[src/rtl/buzzer_scheduler_if.sv]
// Bus between the sensor debounce logic and the buzzer scheduler:
// alarm requests and clock enable in, buzzer drive and status out.
interface buzzer_scheduler_if #(
    parameter int N_REQ = 3
);
    logic             ena;
    logic [N_REQ-1:0] req;
    logic [N_REQ-1:0] buzz;
    logic [2:0]       grant_id;
    logic             busy;
    logic [N_REQ-1:0] done;

    modport master (
        output ena, req,
        input  buzz, grant_id, busy, done
    );

    modport slave (
        input  ena, req,
        output buzz, grant_id, busy, done
    );
endinterface

[src/rtl/buzzer_scheduler.sv]
// Round-robin time-sharing of one alarm-burst resource: fixed-length burst on
// one buzzer line, then a fixed silent gap, with per-sensor pending latches.
module buzzer_scheduler #(
    parameter int N_REQ      = 3,
    parameter int ON_CYCLES  = 31,
    parameter int GAP_CYCLES = 8
) (
    input  logic                clk,
    input  logic                rst,
    buzzer_scheduler_if.slave   bus
);

    localparam int LW = (N_REQ > 1) ? $clog2(N_REQ) : 1;
    localparam logic [7:0] ON_LAST  = 8'(ON_CYCLES);
    localparam logic [7:0] GAP_LAST = 8'(GAP_CYCLES);

    typedef enum logic [1:0] {
        S_IDLE = 2'd0,
        S_ON   = 2'd1,
        S_GAP  = 2'd2
    } state_t;

    state_t           state_q;
    logic [7:0]       cnt_q;
    logic [LW-1:0]    last_q;
    logic [N_REQ-1:0] pend_q;
    logic [N_REQ-1:0] pend_d;
    logic [N_REQ-1:0] buzz_q;
    logic [N_REQ-1:0] done_q;
    logic [2:0]       grant_q;
    logic             busy_q;

    logic [N_REQ-1:0] eff;
    logic [LW-1:0]    g;
    logic [N_REQ-1:0] g_onehot;
    logic             fire;

    // First set bit of e, searching p+1, p+2, ... with wrap at N_REQ.
    function automatic logic [LW-1:0] rr_pick(input logic [N_REQ-1:0] e,
                                              input logic [LW-1:0]    p);
        logic [LW-1:0] pick;
        logic [LW:0]   sum;
        logic          found;
        pick  = p;
        found = 1'b0;
        for (int i = 1; i <= N_REQ; i++) begin
            sum = {1'b0, p} + (LW+1)'(i);
            if (sum >= (LW+1)'(N_REQ)) begin
                sum = sum - (LW+1)'(N_REQ);
            end
            if (!found && e[sum[LW-1:0]]) begin
                pick  = sum[LW-1:0];
                found = 1'b1;
            end
        end
        return pick;
    endfunction

    always_comb begin
        eff      = pend_q | bus.req;
        g        = rr_pick(eff, last_q);
        g_onehot = {{(N_REQ-1){1'b0}}, 1'b1} << g;
        fire     = (|eff) &&
                   ((state_q == S_IDLE) ||
                    ((state_q == S_GAP) && (cnt_q == GAP_LAST)));
        // The grant consumes the request sample that produced it; a request
        // still held on later cycles re-pends through the normal capture.
        pend_d = pend_q | bus.req;
        if (fire) begin
            pend_d = pend_d & ~g_onehot;
        end
    end

    always_ff @(posedge clk or posedge rst) begin
        if (rst) begin
            state_q <= S_IDLE;
            cnt_q   <= 8'd0;
            last_q  <= LW'(N_REQ - 1);
            pend_q  <= '0;
            buzz_q  <= '0;
            done_q  <= '0;
            grant_q <= 3'd0;
            busy_q  <= 1'b0;
        end else if (bus.ena) begin
            pend_q <= pend_d;
            done_q <= '0;
            if (fire) begin
                state_q <= S_ON;
                buzz_q  <= g_onehot;
                grant_q <= 3'(g);
                last_q  <= g;
                cnt_q   <= 8'd1;
                busy_q  <= 1'b1;
            end else begin
                case (state_q)
                    S_ON: begin
                        if (cnt_q == ON_LAST) begin
                            state_q <= S_GAP;
                            buzz_q  <= '0;
                            done_q  <= buzz_q;
                            cnt_q   <= 8'd1;
                        end else begin
                            cnt_q <= cnt_q + 8'd1;
                        end
                    end
                    S_GAP: begin
                        if (cnt_q == GAP_LAST) begin
                            state_q <= S_IDLE;
                            busy_q  <= 1'b0;
                        end else begin
                            cnt_q <= cnt_q + 8'd1;
                        end
                    end
                    default: ;
                endcase
            end
        end
    end

    assign bus.buzz     = buzz_q;
    assign bus.grant_id = grant_q;
    assign bus.busy     = busy_q;
    assign bus.done     = done_q;

endmodule

[src/flat_wrapper.sv]
// flat-port wrapper written by rule: the top's interface ports become plain ports
module buzzer_scheduler_flat 
#(
    parameter int N_REQ      = 3,
    parameter int ON_CYCLES  = 31,
    parameter int GAP_CYCLES = 8
)
  (clk, rst, bus_ena, bus_req, bus_buzz, bus_grant_id, bus_busy, bus_done);
  buzzer_scheduler_if #(.N_REQ(N_REQ)) bus_i ();
  input  logic clk;
  input  logic rst;
  input wire logic [$bits(bus_i.ena)-1:0] bus_ena;
  input wire logic [$bits(bus_i.req)-1:0] bus_req;
  output wire logic [$bits(bus_i.buzz)-1:0] bus_buzz;
  output wire logic [$bits(bus_i.grant_id)-1:0] bus_grant_id;
  output wire logic [$bits(bus_i.busy)-1:0] bus_busy;
  output wire logic [$bits(bus_i.done)-1:0] bus_done;
  assign bus_i.ena = bus_ena;
  assign bus_i.req = bus_req;
  assign bus_buzz = bus_i.buzz;
  assign bus_grant_id = bus_i.grant_id;
  assign bus_busy = bus_i.busy;
  assign bus_done = bus_i.done;
  buzzer_scheduler #(.N_REQ(N_REQ), .ON_CYCLES(ON_CYCLES), .GAP_CYCLES(GAP_CYCLES)) u_core (.clk(clk), .rst(rst), .bus(bus_i));
endmodule
[config.mk]
export PLATFORM = sky130hd
export DESIGN_NAME = buzzer_scheduler_flat
export DESIGN_NICKNAME = d
export VERILOG_FILES = /design/src/rtl/buzzer_scheduler_if.sv /design/src/rtl/buzzer_scheduler.sv /design/src/flat_wrapper.sv
export SDC_FILE = /design/constraint.sdc
export NUM_CORES = 1
export LEC_CHECK = 0
export ABC_AREA = 1
export BUFFER_PORTS_ARGS = -buffer_cell sky130_fd_sc_hd__buf_2
export CORE_MARGIN = 2
export CORE_UTILIZATION = 35
export DETAILED_ROUTE_END_ITERATION = 6
export SLEW_MARGIN = 20
export SYNTH_ARGS = -nofsm -noshare
export SYNTH_HDL_FRONTEND = slang
export SYNTH_SLANG_ARGS = --single-unit
[constraint.sdc]
create_clock -name clk -period 2.3 [get_ports clk]
set_clock_uncertainty 0.15 [all_clocks]
set_input_delay 0.23 -clock clk [delete_from_list [all_inputs] [get_ports clk]]
set_output_delay 0.23 -clock clk [all_outputs]
set_load 0.1 [all_outputs]
==> results.md <==
Status:
- The run finished with clean final reports.

Cells and area:
- The area growth from synthesis to final layout is 13.70%.
- The layout net count is 233.
- The number of inserted diodes is 0.
- The filler cells instantiated in the layout total 411.
- The layout cell share with drive strength beyond 1 is 20.18%.

Flow run:
- Across the run, the number of max-cap violations was 0.

Power and ir drop:
- The final total power is 0.7131 mW.
- Power spread over the standard cell area amounts to 416.3 nW/um2.
- Summed over all nets, the switching power comes to about 0.17 mW.
- The sequential power share is 57.8%.
- Net switching is 24.09% of the power.
- The internal cell power is 0.5414 mW.
- The share of power burned in combinational logic is 5.3%.
- The share of total power dissipated in the clock network is 36.9%.
- The static leakage power is 0.8516 nW.
- The maximum ir drop on the vdd rail is 0.2600 mV.

Synthesis:
- The synthesized design contains 0 enable-type register cells.
- In the synthesized netlist the dominant register cell turns out to be dfrtp_1.
- After synthesis, the cell types taking the most area are dfrtp_1, nand2_1, inv_1.
- During synthesis, Yosys emitted a total of 0 warnings.
- Sorting the synthesized cells by how often they occur yields nand2_1, inv_1, dfrtp_1, nand3_1, nor2_1.
- The async set-reset flop share out of synthesis is 100.0%.
- nand2_1 is the most common cell in the netlist.
- After synthesis, the mean cell area works out to 7.532 um2.
- The synthesized netlist cell count is 200.
- The number of distinct standard cells referenced by the synthesized netlist is 29.
- The number of nets in the synthesized netlist is roughly 210.
- Of all cell types, the one taking the most synthesized area is dfrtp_1.
- The area share of the leading cell type in the synthesized netlist is 36.54%.
- In this run the cell area of the synthesized design comes to between 1500 and 2000 um2.
- Of the synthesized area, sequential elements account for a little under two fifths.
- The flop and latch count out of synthesis is 23.

STA:
- The worst setup slack after layout is approximately 0.18 ns.
- The count of pins over their slew limit is 0.
- The period utilization is 92.26%.
- Setup repair after global routing left no endpoint under its margin.
- Setup violations remaining at the end of the flow were counted as 0.
- The total count of hold-check failures in the final report is 0.
- For the finished layout, the period the worst path requires is 2.122 ns.
- The fmax is 471.3 MHz.
- The final sum of negative setup slack is 0 ns.

Clock network:
- The clock insertion delay at the later pin of the skew report is roughly 0.27 ns.
- The post-CTS repair timing setup buffer count is 0.
- Clock tree synthesis selected as its root buffer the cell clkbuf_8.
- TritonCTS built the clock tree.
- The number of CTS-inserted buffers is 3.
- The number of buffers on the longest clock path is 2.
- CTS built an H-tree with a depth of 1.
- The clock edge transition at the registers on the reported setup and hold paths is around 0.080 ns.
- For this design, the sink count on the clock tree is 23.

Global routing:
- The pin count of the biggest net entering global routing is 24.
- The number of global-route vias before repair is between 1000 and 1500.
- The all-layer global routing usage is 13.67%.
- The total grt overflow is 0.
- The global-route wire length before repair is ~5400 um.
- The initial antenna violation count is 0.

Placed design:
- The half-perimeter wire length after detailed placement is approximately 2300 um.
- The last weighted congestion value of the routability-driven placer is 0.7635.
- Prior to clock tree synthesis, the placed netlist has a worst setup slack of 0.02145 ns.
- During placement, the flow inserted port buffers numbering 14.

Drt:
- The first detailed-routing pass took 4 iterations.
- The remaining antenna violation count after routing is 0.
- The routed via count is around 1300.
- The total wire length is 3034 um.
- The routed length per placed instance is 11.32 um.
- The average vias per placed instance is around 4.7.
- For this run, design rule violations remaining after detail routing come to 0.
- The initial detailed-routing violation count is 50.

Critical path:
- The critical path capture point type is a register.
- The beginning of the worst register-to-register path is u_core.last_q[1].
- The worst setup path is launched from a register.
- The worst register-to-register path has a depth of 13.
- The data arrival time of the critical path is 2.14 ns.
- The critical path ends at u_core.pend_q[2].
- The critical path class is reg2reg.
- The endpoint identified for the worst register-to-register timing path is u_core.pend_q[2].
- The largest fanout on the critical path is 6.
- The worst-case register-to-register setup slack is 0.18 ns.
- The startpoint of the worst setup timing path is u_core.last_q[1].
- STA puts the critical path data required time at 2.32 ns.

Floorplan:
- The die is 69.61 um tall.
- From left edge to right edge, the die measures 69.61 um.
- The initial utilization of the core area, before any placement, comes to 37.13%.
- The floorplan step defined a die boundary enclosing 4845 um2.
- In this run the core area contains 23 standard-cell rows.
- The number of ports placed on the die boundary is 16.
- The floorplan step defined a core boundary enclosing slightly above 4000 um2.

Hold path:
- The worst hold path cell count is 4.
- The type of the tightest min-delay check is in2reg.
critical path, stage by stage (launching register included):
cell     delay (ns)
dfstp_2        0.55
inv_1          0.08
ha_4           0.32
nand2_1        0.08
nand3_2        0.15
nand2_1        0.08
nor2_2         0.14
nand2_1        0.09
nand2_1        0.07
nand2_1        0.04
nand2_1        0.08
nand3_1        0.09
nand2_1        0.07
inv_1          0.03
per-stage QoR:
stage,util [%],instances,hold slack [ns],cell area [um2]
3_3_place_gp,40.18,263,0.1334,1630
3_5_place_dp,40.18,263,0.1431,1630
5_1_grt,42.21,268,0.1179,1713
6_report,42.21,268,0.1145,1713
4_1_cts,41.63,268,0.1085,1689
2_1_floorplan,-,200,0.08118,1506
layer usage:
metal / GRT usage (%) / vias up / part of all wire [%]
met5: 0 / - / 0
met3: 2.471 / 5 / 3.7
met1: 19.28 / 557 / 52
met2: 20.09 / 22 / 42
li1: - / 672 / -
met4: 6.536 / 0 / 2.1
power by group through the flow:
stage | Clock [mW] | Sequential [mW] | Combinational [mW]
floorplan | 0 | 0.419 | 0.0279
global placement | 0 | 0.420 | 0.0374
detailed placement | 0 | 0.420 | 0.0377
CTS | 0.273 | 0.412 | 0.0390
global route | 0.287 | 0.413 | 0.0438
finish | 0.263 | 0.412 | 0.0380
worst min path at each step:
stage,to,from
global route,u_core.pend_q[2],bus_req[2]
finish,u_core.pend_q[0],bus_req[0]
floorplan,u_core.bus.busy,rst
global placement,u_core.cnt_q[7],rst
detailed placement,u_core.cnt_q[6],rst
CTS,u_core.pend_q[0],bus_req[0]
placed cells by master, fill, tap and decap left out, drive strengths merged:
cell and instances:
a21o 3, a21oi 1, a31oi 2, and2 1
buf 17, clkbuf 3, clkinvlp 1, conb 1
dfrtp 22, dfstp 1, dlygate4sd3 1, ha 8
inv 32, nand2 56, nand3 16, nand3b 2
nand4 6, nor2 18, nor3 1, o211ai 1
o21ai 19, o31ai 3, xor2 3
repair_timing:
item	CTS	global route
endpoints found under the hold margin	22	0
setup endpoints to repair	0	8
resized for setup	0	7
hold buffers	1	0
state kept, by name, summed over array words and instances (netlist names):
register	cells
u_core.last_q	2
u_core.cnt_q	8
u_core.bus.done	3
u_core.bus.buzz	3
u_core.bus.busy	1
u_core.bus.grant_id	1
u_core.state_q	2
u_core.pend_q	3
logic make-up after synthesis:
kind of cell / Yosys count / share of synthesized area (%)
and+or+nand+nor: 100 / 30.81
DFF: 23 / 38.29
adders and majority gates: 8 / 6.645
buffers and inverters: 36 / 10.05
other: 1 / 0.2489
AOI/OAI and AO/OA: 29 / 12.21
xor gates and xnor gates: 3 / 1.745
area by class of cell:
type / instances / area, um2 / share of cell area (%)
Clock inverter: 1 / 7.507 / 0.4383
Multi-Input combinational cell: 141 / 799.5 / 46.68
Sequential cell: 23 / 576.8 / 33.67
Inverter: 32 / 122.6 / 7.159
Timing Repair Buffer: 18 / 102.6 / 5.990
Clock buffer: 3 / 41.29 / 2.411
Tap cell: 50 / 62.56 / 3.652
(Power assumes the default switching activity.)
